==> src/rtl/ysyx_25030093_wb_arbiter_pkg.sv <==
// rtl/ysyx_25030093_wb_arbiter_pkg.sv - shared constants for the writeback arbiter slice
// Purpose: writeback source indices and default geometry for the register-file
//          writeback arbiter, its interface and its round-robin sub-module.
// Ports:   none (package).
package ysyx_25030093_wb_arbiter_pkg;

  // Writeback source slots on the request vectors
  localparam int SRC_ALU = 0;
  localparam int SRC_LSU = 1;
  localparam int SRC_CSR = 2;

  localparam int DEF_ADDR_WIDTH = 5;
  localparam int DEF_DATA_WIDTH = 32;
  localparam int DEF_NUM_REQ    = 3;

endpackage

==> src/rtl/ysyx_25030093_wb_arbiter_if.sv <==
// rtl/ysyx_25030093_wb_arbiter_if.sv - writeback/issue/register-file bundle
// Purpose: groups the writeback request handshake, the decode issue and
//          hazard-query signals and the register-file write port.
// Ports:   req_* (per-source writeback requests), iss_* (decode issue),
//          rs1/rs2 hazard queries, flush, rf_* write port, busy_vec debug.
//          Modport slave is the arbiter; modport master is its environment.
interface ysyx_25030093_wb_arbiter_if
  import ysyx_25030093_wb_arbiter_pkg::*;
#(
  parameter int ADDR_WIDTH = DEF_ADDR_WIDTH,
  parameter int DATA_WIDTH = DEF_DATA_WIDTH,
  parameter int NUM_REQ    = DEF_NUM_REQ
);
  logic [NUM_REQ-1:0]            req_valid;
  logic [NUM_REQ-1:0]            req_ready;
  logic [NUM_REQ*ADDR_WIDTH-1:0] req_addr;
  logic [NUM_REQ*DATA_WIDTH-1:0] req_data;
  logic                          iss_valid;
  logic [ADDR_WIDTH-1:0]         iss_rd;
  logic                          iss_ready;
  logic [ADDR_WIDTH-1:0]         rs1_addr;
  logic [ADDR_WIDTH-1:0]         rs2_addr;
  logic                          rs1_busy;
  logic                          rs2_busy;
  logic                          flush;
  logic                          rf_wen;
  logic [ADDR_WIDTH-1:0]         rf_waddr;
  logic [DATA_WIDTH-1:0]         rf_wdata;
  logic [(1<<ADDR_WIDTH)-1:0]    busy_vec;

  modport slave (
    input  req_valid, req_addr, req_data, iss_valid, iss_rd, rs1_addr, rs2_addr, flush,
    output req_ready, iss_ready, rs1_busy, rs2_busy, rf_wen, rf_waddr, rf_wdata, busy_vec
  );

  modport master (
    output req_valid, req_addr, req_data, iss_valid, iss_rd, rs1_addr, rs2_addr, flush,
    input  req_ready, iss_ready, rs1_busy, rs2_busy, rf_wen, rf_waddr, rf_wdata, busy_vec
  );

endinterface

==> src/rtl/ysyx_25030093_rr_arbiter.sv <==
// rtl/ysyx_25030093_rr_arbiter.sv - round-robin arbiter with rotating pointer
// Purpose: one-hot grant among N requesters, priority starting after the last
//          accepted winner.
// Ports:   clock, reset (sync, active-high); req[N] requests; advance pulses
//          when the current grant is accepted; grant[N] one-hot or zero.
module ysyx_25030093_rr_arbiter
  import ysyx_25030093_wb_arbiter_pkg::*;
#(
  parameter int N = DEF_NUM_REQ
) (
  input  logic         clock,
  input  logic         reset,
  input  logic [N-1:0] req,
  input  logic         advance,
  output logic [N-1:0] grant
);
  localparam int PW = (N > 1) ? $clog2(N) : 1;

  logic [PW-1:0] ptr_q, ptr_d;
  logic [PW-1:0] idx;
  logic          found;
  int            s;

  // Scan ptr+1, ptr+2, ... wrapping modulo N; first requester wins.
  always_comb begin
    grant = '0;
    found = 1'b0;
    idx   = '0;
    s     = 0;
    for (int k = 1; k <= N; k++) begin
      s = int'(ptr_q) + k;
      if (s >= N) s = s - N;
      idx = PW'(s);
      if (!found && req[idx]) begin
        grant[idx] = 1'b1;
        found      = 1'b1;
      end
    end
  end

  // Pointer only moves on an accepted grant, so a stalled winner keeps priority.
  always_comb begin
    ptr_d = ptr_q;
    if (advance) begin
      for (int i = 0; i < N; i++) begin
        if (grant[i]) ptr_d = PW'(i);
      end
    end
  end

  always_ff @(posedge clock) begin
    if (reset) ptr_q <= PW'(N - 1);
    else       ptr_q <= ptr_d;
  end

endmodule

==> src/rtl/ysyx_25030093_wb_arbiter.sv <==
// rtl/ysyx_25030093_wb_arbiter.sv - register-file writeback arbiter and scoreboard
// Purpose: shares the single register-file write port among NUM_REQ writeback
//          sources, registers the winning write for one cycle and tracks
//          destination registers with writes in flight for RAW/WAW stalls.
// Ports:   clock, reset (sync, active-high); bus (slave modport) carrying the
//          writeback requests, decode issue/hazard queries, flush and the
//          register-file write port.
module ysyx_25030093_wb_arbiter
  import ysyx_25030093_wb_arbiter_pkg::*;
#(
  parameter int ADDR_WIDTH = DEF_ADDR_WIDTH,
  parameter int DATA_WIDTH = DEF_DATA_WIDTH,
  parameter int NUM_REQ    = DEF_NUM_REQ
) (
  input logic                        clock,
  input logic                        reset,
  ysyx_25030093_wb_arbiter_if.slave  bus
);
  localparam int NUM_REGS = 1 << ADDR_WIDTH;

  logic [NUM_REQ-1:0]    grant;
  logic [NUM_REQ-1:0]    accept;
  logic                  advance;
  logic                  squash;
  logic                  iss_fire;
  logic [ADDR_WIDTH-1:0] sel_addr;
  logic [DATA_WIDTH-1:0] sel_data;

  logic                  rf_wen_q, rf_wen_d;
  logic [ADDR_WIDTH-1:0] rf_waddr_q, rf_waddr_d;
  logic [DATA_WIDTH-1:0] rf_wdata_q, rf_wdata_d;
  logic [NUM_REGS-1:0]   busy_q, busy_d;

  assign squash = reset | bus.flush;

  ysyx_25030093_rr_arbiter #(.N(NUM_REQ)) u_rr (
    .clock   (clock),
    .reset   (reset),
    .req     (bus.req_valid),
    .advance (advance),
    .grant   (grant)
  );

  assign bus.req_ready = squash ? '0 : grant;
  assign accept        = bus.req_valid & bus.req_ready;
  assign advance       = |accept;

  // accept is one-hot, so an OR-reduction acts as the mux.
  always_comb begin
    sel_addr = '0;
    sel_data = '0;
    for (int i = 0; i < NUM_REQ; i++) begin
      if (accept[i]) begin
        sel_addr = sel_addr | bus.req_addr[i*ADDR_WIDTH +: ADDR_WIDTH];
        sel_data = sel_data | bus.req_data[i*DATA_WIDTH +: DATA_WIDTH];
      end
    end
  end

  // No bypass of a same-cycle clear: a busy destination always stalls issue.
  assign bus.iss_ready = ~squash & ((bus.iss_rd == '0) | ~busy_q[bus.iss_rd]);
  assign iss_fire      = bus.iss_valid & bus.iss_ready;

  // Output register drains every cycle; x0 writes are acked but never enabled.
  always_comb begin
    rf_wen_d   = 1'b0;
    rf_waddr_d = rf_waddr_q;
    rf_wdata_d = rf_wdata_q;
    if (advance) begin
      rf_wen_d   = (sel_addr != '0);
      rf_waddr_d = sel_addr;
      rf_wdata_d = sel_data;
    end
    if (bus.flush) begin
      rf_wen_d   = 1'b0;
      rf_waddr_d = '0;
      rf_wdata_d = '0;
    end
  end

  // Clear first, then set, so an issue to a register being written back wins.
  always_comb begin
    busy_d = busy_q;
    if (rf_wen_q) busy_d[rf_waddr_q] = 1'b0;
    if (iss_fire && (bus.iss_rd != '0)) busy_d[bus.iss_rd] = 1'b1;
    busy_d[0] = 1'b0;
    if (bus.flush) busy_d = '0;
  end

  always_ff @(posedge clock) begin
    if (reset) begin
      rf_wen_q   <= 1'b0;
      rf_waddr_q <= '0;
      rf_wdata_q <= '0;
      busy_q     <= '0;
    end else begin
      rf_wen_q   <= rf_wen_d;
      rf_waddr_q <= rf_waddr_d;
      rf_wdata_q <= rf_wdata_d;
      busy_q     <= busy_d;
    end
  end

  // A write still held when reset or flush arrives is squashed at that same
  // edge rather than reaching the register file.
  assign bus.rf_wen   = rf_wen_q & ~squash;
  assign bus.rf_waddr = rf_waddr_q;
  assign bus.rf_wdata = rf_wdata_q;
  assign bus.busy_vec = busy_q;
  assign bus.rs1_busy = busy_q[bus.rs1_addr];
  assign bus.rs2_busy = busy_q[bus.rs2_addr];

endmodule

==> src/flat_wrapper.sv <==
// flat-port wrapper written by rule: the top's interface ports become plain ports
module ysyx_25030093_wb_arbiter_flat import ysyx_25030093_wb_arbiter_pkg::*;
#(
  parameter int ADDR_WIDTH = DEF_ADDR_WIDTH,
  parameter int DATA_WIDTH = DEF_DATA_WIDTH,
  parameter int NUM_REQ    = DEF_NUM_REQ
)
  (clock, reset, bus_req_valid, bus_req_addr, bus_req_data, bus_iss_valid, bus_iss_rd, bus_rs1_addr, bus_rs2_addr, bus_flush, bus_req_ready, bus_iss_ready, bus_rs1_busy, bus_rs2_busy, bus_rf_wen, bus_rf_waddr, bus_rf_wdata, bus_busy_vec);
  ysyx_25030093_wb_arbiter_if #(.ADDR_WIDTH(ADDR_WIDTH), .DATA_WIDTH(DATA_WIDTH), .NUM_REQ(NUM_REQ)) bus_i ();
  input logic clock;
  input logic reset;
  input wire logic [$bits(bus_i.req_valid)-1:0] bus_req_valid;
  input wire logic [$bits(bus_i.req_addr)-1:0] bus_req_addr;
  input wire logic [$bits(bus_i.req_data)-1:0] bus_req_data;
  input wire logic [$bits(bus_i.iss_valid)-1:0] bus_iss_valid;
  input wire logic [$bits(bus_i.iss_rd)-1:0] bus_iss_rd;
  input wire logic [$bits(bus_i.rs1_addr)-1:0] bus_rs1_addr;
  input wire logic [$bits(bus_i.rs2_addr)-1:0] bus_rs2_addr;
  input wire logic [$bits(bus_i.flush)-1:0] bus_flush;
  output wire logic [$bits(bus_i.req_ready)-1:0] bus_req_ready;
  output wire logic [$bits(bus_i.iss_ready)-1:0] bus_iss_ready;
  output wire logic [$bits(bus_i.rs1_busy)-1:0] bus_rs1_busy;
  output wire logic [$bits(bus_i.rs2_busy)-1:0] bus_rs2_busy;
  output wire logic [$bits(bus_i.rf_wen)-1:0] bus_rf_wen;
  output wire logic [$bits(bus_i.rf_waddr)-1:0] bus_rf_waddr;
  output wire logic [$bits(bus_i.rf_wdata)-1:0] bus_rf_wdata;
  output wire logic [$bits(bus_i.busy_vec)-1:0] bus_busy_vec;
  assign bus_i.req_valid = bus_req_valid;
  assign bus_i.req_addr = bus_req_addr;
  assign bus_i.req_data = bus_req_data;
  assign bus_i.iss_valid = bus_iss_valid;
  assign bus_i.iss_rd = bus_iss_rd;
  assign bus_i.rs1_addr = bus_rs1_addr;
  assign bus_i.rs2_addr = bus_rs2_addr;
  assign bus_i.flush = bus_flush;
  assign bus_req_ready = bus_i.req_ready;
  assign bus_iss_ready = bus_i.iss_ready;
  assign bus_rs1_busy = bus_i.rs1_busy;
  assign bus_rs2_busy = bus_i.rs2_busy;
  assign bus_rf_wen = bus_i.rf_wen;
  assign bus_rf_waddr = bus_i.rf_waddr;
  assign bus_rf_wdata = bus_i.rf_wdata;
  assign bus_busy_vec = bus_i.busy_vec;
  ysyx_25030093_wb_arbiter #(.ADDR_WIDTH(ADDR_WIDTH), .DATA_WIDTH(DATA_WIDTH), .NUM_REQ(NUM_REQ)) u_core (.clock(clock), .reset(reset), .bus(bus_i));
endmodule
==> config.mk <==
export PLATFORM = sky130hd
export DESIGN_NAME = ysyx_25030093_wb_arbiter_flat
export DESIGN_NICKNAME = d
export VERILOG_FILES = /design/src/rtl/ysyx_25030093_wb_arbiter_pkg.sv /design/src/rtl/ysyx_25030093_wb_arbiter_if.sv /design/src/rtl/ysyx_25030093_rr_arbiter.sv /design/src/rtl/ysyx_25030093_wb_arbiter.sv /design/src/flat_wrapper.sv
export SDC_FILE = /design/constraint.sdc
export NUM_CORES = 1
export LEC_CHECK = 0
export CORE_UTILIZATION = 45
export CTS_CLUSTER_DIAMETER = 60
export DETAILED_ROUTE_END_ITERATION = 10
export PLACE_DENSITY = 0.88
export SLEW_MARGIN = 30
export SYNTH_ARGS = -nofsm -noshare
export SYNTH_HDL_FRONTEND = slang
export SYNTH_SLANG_ARGS = --single-unit
==> constraint.sdc <==
create_clock -name clock -period 5.1 [get_ports clock]
set_clock_uncertainty 0.05 [all_clocks]
set_input_delay 1.02 -clock clock [delete_from_list [all_inputs] [get_ports clock]]
set_output_delay 1.02 -clock clock [all_outputs]
set_load 0.01 [all_outputs]
### Yosys cells after proc, flatten, opt, wreduce, memory -nomap -nowiden

Cells that the tools add are included.

* order comparisons: 15
* mux-type cells: 42
* reduce and logical (&&, ||, !) cells: 18
* bitwise logic cells: 18
* add/subtract/negate cells: 6

Operator list (number)
* $mux 32: 5
* $or 32x32->32: 3
* $and 32x32->32: 1
* $not 32->32: 1
* $lt 5x6->1 const B: 4
* $bmux 1 s5: 3
* $mux 5: 3
* $mux 1: 13
* $mux 2: 6
* $mux 3: 4
* $demux 1 s5: 2
* $ge 5x1->1 const B: 2
* $or 5x5->5: 2
* $reduce_bool 5->1: 2
* $ge 3x2->1 const B: 3
* $lt 2x3->1 const B: 3
* $logic_and 1x1->1: 8
* $add 2x2->3 const B: 2
* $bmux 1 s2: 3
* $demux 1 s2: 3
* $ge 2x1->1 const B: 3
* $or 3x3->3: 2
* $reduce_or 3->1: 2
* $sub 2x2->2 const B: 3
* 10 further kinds: 16

* output and inout port bits: 76
* logic and storage cells: 105
* register bits: 72
* input bits: 133

### Depth between registers and ports, before layout

Gate-level depths: netlist (run 1).

* depth in word-level cells: 20
* mapped depth: 12
* mapped depth without buffers: 9

### Hierarchy

A second synthesis (run 1) with hierarchy kept.

* cell total of the unflattened synthesis: 471
* area total of the unflattened synthesis: 4383.0 µm²

By module, submodules not included
* ysyx_25030093_wb_arbiter: sequential area each 1381.3 µm², instances 1, cells an instance 421, area each 3978.8 µm²
* ysyx_25030093_rr_arbiter: sequential area each 40.0 µm², instances 1, cells an instance 50, area each 404.1 µm²

### Worst setup path before layout (run 1)

OpenSTA, ideal clock, no wires.

* path type: input -> output
* start: input bus_rs1_addr[0]
* end: output bus_rs1_busy
* stages: 4
* setup slack: 1.305 ns
* data arrival time: 2.725 ns
* path through: clkbuf_1 mux4_2 mux4_2 mux2_2

* cells in the longest elaborated chain, start to end: 2

Ends and longest elaborated chain
* from (decl): RTL line flat_wrapper.sv:17 `input wire logic [$bits(bus_i.rs1_addr)-1:0] bus_rs1_addr;`
* $bmux 1 s5: RTL line ysyx_25030093_wb_arbiter.sv:110 `assign bus.rs1_busy = busy_q[bus.rs1_addr];`
* $mux 1 (not written as such): RTL line ysyx_25030093_wb_arbiter.sv:110
* to (decl): RTL line flat_wrapper.sv:22 `output wire logic [$bits(bus_i.rs1_busy)-1:0] bus_rs1_busy;`

Every way passes these cells. The select of a mux whose other input is x is not followed.

### Final worst setup path (run 1)

* start: input bus_iss_rd[0]
* end: output bus_iss_ready

* cells in the longest elaborated chain, start to end: 5
* elaborated cells between the ends (all ways): 6

Ends and longest elaborated chain
* from (decl): RTL line flat_wrapper.sv:16 `input wire logic [$bits(bus_i.iss_rd)-1:0] bus_iss_rd;`
* $bmux 1 s5: RTL line ysyx_25030093_wb_arbiter.sv:61 `assign bus.iss_ready = ~squash & ((bus.iss_rd == '0) | ~busy_q[bus.iss_rd]);`
* $mux 1 (not written as such): RTL line ysyx_25030093_wb_arbiter.sv:61
* $not 1->1: RTL line ysyx_25030093_wb_arbiter.sv:61
* $or 1x1->1 (*): RTL line ysyx_25030093_wb_arbiter.sv:61
* $and 1x1->1 (*): RTL line ysyx_25030093_wb_arbiter.sv:61
* to (decl): RTL line flat_wrapper.sv:21 `output wire logic [$bits(bus_i.iss_ready)-1:0] bus_iss_ready;`

Every way passes the cells marked *; elsewhere a longest branch is shown, timed or not. The select of a mux whose other input is x is not followed.

==> summary.json, run 1 <==
{
  "floorplanning": {
    "core.rowCount": 35,
    "dieWidth_microns": 99.9,
    "floorplan.die.height_microns": 99.9,
    "core-area_sq_mm": 0.00928,
    "pin_count": 209,
    "design.die.area_sq_mm": 0.00999,
    "start_util_pct": 46.5
  },
  "pwr": {
    "post_route_total_power_uw": 1340,
    "power_per_cell_area_mw_per_mm2": 203,
    "p_leak_uw": 0.00212,
    "peakVddDrop_uv": 171
  },
  "yosys": {
    "synth.distinct_cells": 52,
    "synth_common_cells": "sky130_fd_sc_hd__dfxtp_1 (71), sky130_fd_sc_hd__nand2_1 (51), sky130_fd_sc_hd__nand3_1 (51)",
    "post_synth_inst_count": 475,
    "leading_cell_types_by_total_area_after_synthesis": "sky130_fd_sc_hd__dfxtp_1 (33%), sky130_fd_sc_hd__mux4_2 (13%), sky130_fd_sc_hd__nand3_1 (5.9%), sky130_fd_sc_hd__a22oi_1 (5.9%), sky130_fd_sc_hd__o211ai_1 (5.6%)",
    "synthesis.area_per_instance_sq_um": 9.09,
    "yosys_warnings": 0,
    "synth_most_common_cell": "sky130_fd_sc_hd__dfxtp_1",
    "synth.yosys.seq_area_share_pct": 32.9,
    "postSynthRegisterBits": 71,
    "synth-edff-count": 0,
    "synthFlopType": "sky130_fd_sc_hd__dfxtp_1",
    "ys_async_sr_fraction_pct": 0,
    "synth_fp_nets": 613,
    "synthDominantCellAreaShare_pct": 32.9,
    "syn_area_sq_mm": 0.00432,
    "synth_top_area_cell": "sky130_fd_sc_hd__dfxtp_1"
  },
  "critical_path": {
    "cells_along_the_critical_path": "clkdlybuf4s50_1 > buf_4 > mux4_2 > mux2_2 > a21oi_1 > o311a_4 > clkdlybuf4s50_1",
    "critical_path.top_delay_family": "buffers and inverters",
    "r2r.worst_path.cells": 8,
    "regToRegSetupSlack_ps": 1720,
    "regToRegEndpoint": "u_core.bus.rf_wdata[18]$_SDFFE_PP0P_",
    "cp.buffers_inverters": 3,
    "end_kind": "primary output",
    "critical_path.startpoint": "bus_iss_rd[0]",
    "crit_path_cell_count": 7,
    "worstReg2RegStart": "u_core.u_rr.ptr_q[0]$_SDFFE_PP0P_",
    "crit_path_end": "bus_iss_ready",
    "cp_slowest_stage_delay_ps": 720,
    "critical_path_class": "input pin to primary output",
    "worst_path_most_repeated_cell": "sky130_fd_sc_hd__clkdlybuf4s50_1",
    "worst_ep_arrival_time_ps": 3760,
    "crit_slowest_cell": "sky130_fd_sc_hd__clkdlybuf4s50_1",
    "crit_fanout": 7,
    "worst_setup_path_start_kind": "input pin",
    "cp_data_required_time_ps": 4030
  },
  "sta": {
    "timing.final.ws_setup_ps": 273,
    "slew_headroom_pct": 49.0,
    "final_period_minus_worst_setup_slack_ps": 4830,
    "final_min_period_over_clock_period_pct": 94.6,
    "worst_pin_slew_ps": 765,
    "setup_total_negative_slack_ps": 0,
    "final-max-slew-violation-count": 0,
    "setup_violations": 0,
    "final-hold-violation-count": 0,
    "grt_setup_unrepaired": "false",
    "max_clock_freq_mhz": 207
  },
  "placement": {
    "dp_hpwl_microns": 12300,
    "port_buffers": 207,
    "pre_cts_slack_ps": 292,
    "gp_routability_congestion": 0.948,
    "placed_cell_area_sq_mm": 0.00641,
    "dp.cells": 773
  },
  "hold_path": {
    "hold_path_class": "flop to flop"
  },
  "routing": {
    "drt_drc_violations_left": 0,
    "drtPass1Iterations": 5,
    "total_wire_length_microns": 16300,
    "antenna_violating_nets_post_route": 0,
    "route.vias.total": 4948,
    "route.detailed.wl_per_inst_microns": 20.7,
    "drt_first_iter_violations": 324,
    "route.detailed.vias_per_inst": 6.27
  },
  "clocking": {
    "clock_insertion_delay_worst_skew_ps": 340,
    "cts_setup_buffers": 0,
    "post_cts_hold_buffer_count": 0,
    "clkSlewWorstSetupHoldPaths_ps": 70,
    "count_of_instances_resized_after_the_clock_tree_is_built": 0,
    "clk_path_buf_depth": 2,
    "cts_max_level": 3,
    "tritoncts_num_sinks": 71,
    "clock_tree.root_cell": "sky130_fd_sc_hd__clkbuf_8",
    "numCtsBuffers": 9,
    "cts_tree": "done"
  },
  "global_routing": {
    "maximum_number_of_pins_on_one_net_before_global_route_repair": 40,
    "globalRouteTotalUtil_pct": 32.9,
    "grt_pass1_vias": 4889,
    "overall_overflow_remaining_after_global_route": 0,
    "grt_antenna_before_repair": 0,
    "grt_pass1_wl_microns": 25400
  },
  "finish": {
    "diodes": 0,
    "drive_above_1_share_pct": 10.9,
    "design_area_sq_mm": 0.00663,
    "layoutNonFillerInstCount": 789,
    "fill_cells": 706,
    "num-nets-final": 793,
    "flow.area_growth_from_synthesis_pct": 53.7
  },
  "run_status": {
    "status": "complete, no violations"
  },
  "flow_run": {
    "max_cap_violation_count": 0
  }
}
-- power by group --
| part | total, uW | switching, uW | internal, uW |
|---|---|---|---|
| sequential | 573 | 8.92 | 564 |
| clock | 505 | 216 | 289 |
| combinational | 267 | 120 | 147 |
-- how the worst min path moves through the flow --
| stage | slack, ps | startpoint | cells past startpoint | end |
|---|---|---|---|---|
| after floorplan | 440 | u_core.u_rr.ptr_q[0]$_SDFFE_PP0P_ | 2 | u_core.u_rr.ptr_q[0]$_SDFFE_PP0P_ |
| after global placement | 430 | u_core.bus.rf_wdata[2]$_SDFFE_PP0P_ | 2 | u_core.bus.rf_wdata[2]$_SDFFE_PP0P_ |
| after detailed placement | 430 | u_core.bus.rf_wdata[15]$_SDFFE_PP0P_ | 2 | u_core.bus.rf_wdata[15]$_SDFFE_PP0P_ |
| after CTS | 450 | u_core.bus.rf_wdata[20]$_SDFFE_PP0P_ | 2 | u_core.bus.rf_wdata[20]$_SDFFE_PP0P_ |
| after global routing | 470 | u_core.bus.rf_wdata[24]$_SDFFE_PP0P_ | 2 | u_core.bus.rf_wdata[24]$_SDFFE_PP0P_ |
| final | 450 | u_core.bus.rf_wdata[20]$_SDFFE_PP0P_ | 2 | u_core.bus.rf_wdata[20]$_SDFFE_PP0P_ |
-- registers in the layout, indices dropped and copies added (netlist names) --
| signal | count |
|---|---|
| u_core.bus.rf_wdata | 32 |
| u_core.bus.busy_vec | 31 |
| u_core.bus.rf_waddr | 5 |
| u_core.u_rr.ptr_q | 2 |
| u_core.rf_wen_q | 1 |
-- cell type report --
class	instances	area (sq um)	share of cell area (%)
Timing Repair Buffer	217	2150	32.4
Clock inverter	5	81.3	1.23
Multi-Input combinational cell	350	2660	40.1
Tap cell	129	161	2.43
Clock buffer	11	141	2.13
Inverter	6	22.5	0.339
Sequential cell	71	1420	21.4
-- cell families (layout without fill, tap and decap cells) --
logic type / count (synthesis) / after routing / synth area share [%]
AOI/OAI and AO/OA: 163 / 163 / 27.0
and+or+nand+nor: 147 / 147 / 17.1
DFF: 71 / 71 / 32.9
buffers and inverters: 54 / 239 / 5.68
muxes: 34 / 34 / 15.8
adders and majority gates: 5 / 5 / 1.45
other: 1 / 1 / 0.0869
-- placed cells by master (no fill, tap or decap), types with 3 or more instances in the layout --
cell	count
sky130_fd_sc_hd__or2_2	3
sky130_fd_sc_hd__ha_1	5
sky130_fd_sc_hd__clkdlybuf4s50_1	207
sky130_fd_sc_hd__a22oi_1	34
sky130_fd_sc_hd__nand2_1	51
sky130_fd_sc_hd__nand4_1	8
sky130_fd_sc_hd__inv_1	6
sky130_fd_sc_hd__mux2_2	7
sky130_fd_sc_hd__nor2_1	10
sky130_fd_sc_hd__a22o_1	4
sky130_fd_sc_hd__o31ai_1	12
sky130_fd_sc_hd__o21ai_0	18
sky130_fd_sc_hd__nand3_1	51
sky130_fd_sc_hd__nand3b_1	6
sky130_fd_sc_hd__a21oi_1	10
sky130_fd_sc_hd__clkbuf_8	10
sky130_fd_sc_hd__o211ai_1	32
sky130_fd_sc_hd__mux4_2	24
sky130_fd_sc_hd__buf_4	10
sky130_fd_sc_hd__a31oi_1	34
sky130_fd_sc_hd__dfxtp_1	71
sky130_fd_sc_hd__nor2b_1	3
-- through the flow --
step	hold slack (ps)	util [%]
after global routing	472	71.5
after CTS	446	71.5
after global placement	428	69.1
after floorplan	441	-
after detailed placement	434	69.1
final	446	71.5
-- tightest hold or removal path: stages (launching register included) --
cell and delay (ps):
sky130_fd_sc_hd__dfxtp_1 310, sky130_fd_sc_hd__nand3_1 60, sky130_fd_sc_hd__a31oi_1 70
-- routing by layer --
metal	GRT usage, %	vias to the layer above	wire length, microns
met3	9.12	47	1710
li1	-	2225	-
met5	0	-	0
met2	57.7	348	8220
met1	37.6	2328	5850
met4	13.9	0	543
(Power assumes the default switching activity.)
==> inputs of run 2 (changes only) <==
Settings changed: ABC_CLOCK_PERIOD_IN_PS set to 5100, CORE_MARGIN set to 2.
==> summary.json, run 2 (same netlist as run 1, synthesis figures left out) <==
{
  "placement": {
    "port_buffers": {"value": 207, "change": "unchanged"},
    "dp_hpwl": {"value": 12100, "unit": "microns", "change": "-1.7%"},
    "pre_cts_slack": {"value": 281, "unit": "ps", "change": "-10.9 ps"},
    "gp_routability_congestion": {"value": 0.958, "change": "+1.1%"}
  },
  "sta": {
    "final-max-slew-violation-count": {"value": 0, "change": "unchanged"},
    "slew_headroom": {"value": 49.6, "unit": "%", "change": "+0.61 points"},
    "grt_setup_unrepaired": "false",
    "final_period_minus_worst_setup_slack": {"value": 4830, "unit": "ps", "change": "+4.40 ps"},
    "max_clock_freq": {"value": 207, "unit": "MHz", "change": "about the same"},
    "setup_total_negative_slack": {"value": 0, "unit": "ps", "change": "unchanged"},
    "holdWs": {"value": 447, "unit": "ps", "change": "+0.410 ps"},
    "final_min_period_over_clock_period": {"value": 94.7, "unit": "%", "change": "about the same"},
    "setup_violations": {"value": 0, "change": "unchanged"},
    "worst_pin_slew": {"value": 756, "unit": "ps", "change": "-9.18 ps"},
    "final-hold-violation-count": {"value": 0, "change": "unchanged"},
    "timing.final.ws_setup": {"value": 269, "unit": "ps", "change": "-4.40 ps"}
  },
  "clocking": {
    "cts_max_level": {"value": 3, "change": "unchanged"},
    "cts_setup_buffers": {"value": 0, "change": "unchanged"},
    "clk_path_buf_depth": {"value": 2, "change": "unchanged"},
    "clkSlewWorstSetupHoldPaths": {"value": 70, "unit": "ps", "change": "about the same"},
    "clock_insertion_delay_worst_skew": {"value": 350, "unit": "ps", "change": "about the same"},
    "post_cts_hold_buffer_count": {"value": 0, "change": "unchanged"},
    "tritoncts_num_sinks": {"value": 71, "change": "unchanged"},
    "clock_tree.root_cell": "sky130_fd_sc_hd__clkbuf_8",
    "cts_tree": "done",
    "count_of_instances_resized_after_the_clock_tree_is_built": {"value": 0, "change": "unchanged"},
    "numCtsBuffers": {"value": 9, "change": "unchanged"}
  },
  "pwr": {
    "total_switching_power": {"value": 351, "unit": "uW", "change": "+1.7%"},
    "power_per_cell_area": {"value": 203, "unit": "mW/mm^2", "change": "+0.29%"},
    "share_seq_of_total_power": {"value": 42.4, "unit": "%", "change": "-0.2 points"},
    "power.share.combinational": {"value": 19.6, "unit": "%", "change": "-0.3 points"},
    "p_leak": {"value": 0.00212, "unit": "uW", "change": "about the same"},
    "post_route_total_power": {"value": 1350, "unit": "uW", "change": "+0.27%"},
    "cell_internal_pwr": {"value": 998, "unit": "uW", "change": "-0.21%"},
    "clkPwrFrac": {"value": 37.9, "unit": "%", "change": "+0.3 points"},
    "peakVddDrop": {"value": 155, "unit": "uV", "change": "-9.2%"},
    "netSwitchingFraction": {"value": 26.0, "unit": "%", "change": "+0.35 points"}
  },
  "critical_path": {
    "worst_path_most_repeated_cell": "sky130_fd_sc_hd__clkdlybuf4s50_1",
    "crit_slowest_cell": "sky130_fd_sc_hd__clkdlybuf4s50_1",
    "critical_path.top_delay_family": "buffers and inverters",
    "end_kind": "primary output",
    "cp_data_required_time": {"value": 4030, "unit": "ps", "change": "about the same"},
    "cp_slowest_stage_delay": {"value": 750, "unit": "ps", "change": "+30 ps"},
    "crit_fanout": {"value": 7, "change": "unchanged"},
    "worst_setup_path_start_kind": "input pin",
    "cp.buffers_inverters": {"value": 3, "change": "unchanged"},
    "critical_path_class": "input pin to primary output",
    "worst_ep_arrival_time": {"value": 3760, "unit": "ps", "change": "about the same"},
    "cells_along_the_critical_path": "clkdlybuf4s50_1 > buf_4 > mux4_2 > mux2_2 > a21oi_1 > o311a_4 > clkdlybuf4s50_1"
  },
  "finish": {
    "num-nets-final": {"value": 793, "change": "unchanged"},
    "fill_cells": {"value": 725, "change": "+2.7%"},
    "layout_commonest_cell": "sky130_fd_sc_hd__clkdlybuf4s50_1",
    "drive_above_1_share": {"value": 11.1, "unit": "%", "change": "+0.17 points"},
    "core_utilization_of_the_finished_layout": {"value": 71.4, "unit": "%", "change": "about the same"},
    "flow.area_growth_from_synthesis": {"value": 53.7, "unit": "%", "change": "about the same"},
    "mostFrequentLayoutCells": "sky130_fd_sc_hd__clkdlybuf4s50_1 (207), sky130_fd_sc_hd__dfxtp_1 (71), sky130_fd_sc_hd__nand3_1 (51)",
    "largest_reg_flops": {"value": 32, "change": "unchanged"},
    "layout.area.seq": {"value": 0.00142, "unit": "sq mm", "change": "unchanged"},
    "multi_input_comb_area": {"value": 0.00266, "unit": "sq mm", "change": "about the same"},
    "diodes": {"value": 0, "change": "unchanged"}
  },
  "routing": {
    "route.detailed.wl_per_inst": {"value": 20.2, "unit": "microns", "change": "-2.1%"},
    "antenna_violating_nets_post_route": {"value": 0, "change": "unchanged"},
    "drt_first_iter_violations": {"value": 291, "change": "-10%"},
    "route.vias.total": {"value": 4936, "change": "-0.24%"},
    "drtPass1Iterations": {"value": 8, "change": "+3"},
    "drt_drc_violations_left": {"value": 0, "change": "unchanged"},
    "route.detailed.vias_per_inst": {"value": 6.26, "change": "-0.12%"},
    "total_wire_length": {"value": 16000, "unit": "microns", "change": "-2.2%"}
  },
  "flow_run": {
    "max_cap_violation_count": {"value": 0, "change": "unchanged"}
  },
  "global_routing": {
    "grt_pass1_wl": {"value": 24300, "unit": "microns", "change": "-4.4%"},
    "grt_antenna_before_repair": {"value": 0, "change": "unchanged"},
    "grt_pass1_vias": {"value": 4793, "change": "-2.0%"},
    "globalRouteTotalUtil": {"value": 30.0, "unit": "%", "change": "-2.9 points"},
    "overall_overflow_remaining_after_global_route": {"value": 0, "change": "unchanged"},
    "maximum_number_of_pins_on_one_net_before_global_route_repair": {"value": 42, "change": "+5.0%"}
  },
  "floorplanning": {
    "floorplan.die.height": {"value": 102, "unit": "microns", "change": "+2.0%"},
    "dieWidth": {"value": 102, "unit": "microns", "change": "+2.0%"},
    "design.die.area": {"value": 0.0104, "unit": "sq mm", "change": "+4.0%"},
    "core.rowCount": {"value": 35, "change": "unchanged"},
    "pin_count": {"value": 209, "change": "unchanged"},
    "core-area": {"value": 0.00928, "unit": "sq mm", "change": "unchanged"},
    "start_util": {"value": 46.5, "unit": "%", "change": "unchanged"}
  },
  "hold_path": {
    "hold_path_class": "flop to flop"
  },
  "run_status": {
    "status": "complete, no violations"
  }
}
## run 2: cell types whose count changed in the layout (fill, tap and decap cells not counted)
cell                       before  now
sky130_fd_sc_hd__clkbuf_1       1    0
sky130_fd_sc_hd__clkinv_4       1    0
sky130_fd_sc_hd__inv_6          0    1
sky130_fd_sc_hd__nand2_1       51   50
sky130_fd_sc_hd__nand2_2        0    1
## run 2: metal layers
metal	GRT usage (%)	wire length (microns)	share of wire (%)
met1	34.6	5650	35
met2	52.0	7950	50
met3	8.69	1800	11
met4	13.0	559	3.5
met5	0	0	0
## run 2: per-stage QoR
step	area (sq um)	instances
2_1_floorplan	4320	475
3_3_place_gp	6410	773
3_5_place_dp	6410	773
4_1_cts	6630	788
5_1_grt	6630	788
6_report	6630	788
## run 2: layout make-up
cell class / instances / area share, %
flip-flops and latches: 71 / 21.4
clock inverters: 5 / 1.23
repair buffers: 217 / 32.4
well taps: 129 / 2.43
clock buffers: 10 / 2.08
inverters: 6 / 0.340
multi-input cells: 350 / 40.1
## run 2: worst min-delay path: stages (launching register included)
cell	delay [ps]
sky130_fd_sc_hd__dfxtp_1	320
sky130_fd_sc_hd__nand3_1	60
sky130_fd_sc_hd__a31oi_1	70
## run 2: power groups by stage
stage	sequential [uW]	combinational, uW	clock [uW]
finish	572	265	512
global route	574	283	530
CTS	572	262	507
detailed placement	585	261	0
global placement	584	257	0
floorplan	586	110	0
## run 2: final timing paths
kind | start | endpoint | slack [ps] | depth (start not counted)
worst max register to register | u_core.u_rr.ptr_q[0]$_SDFFE_PP0P_ | u_core.bus.rf_wdata[8]$_SDFFE_PP0P_ | 1780 | 8
worst min register to register | u_core.bus.rf_wdata[9]$_SDFFE_PP0P_ | u_core.bus.rf_wdata[9]$_SDFFE_PP0P_ | 450 | 2
worst max-delay path | bus_iss_rd[0] | bus_iss_ready | 270 | 7
worst min-delay path | u_core.bus.rf_wdata[9]$_SDFFE_PP0P_ | u_core.bus.rf_wdata[9]$_SDFFE_PP0P_ | 450 | 2
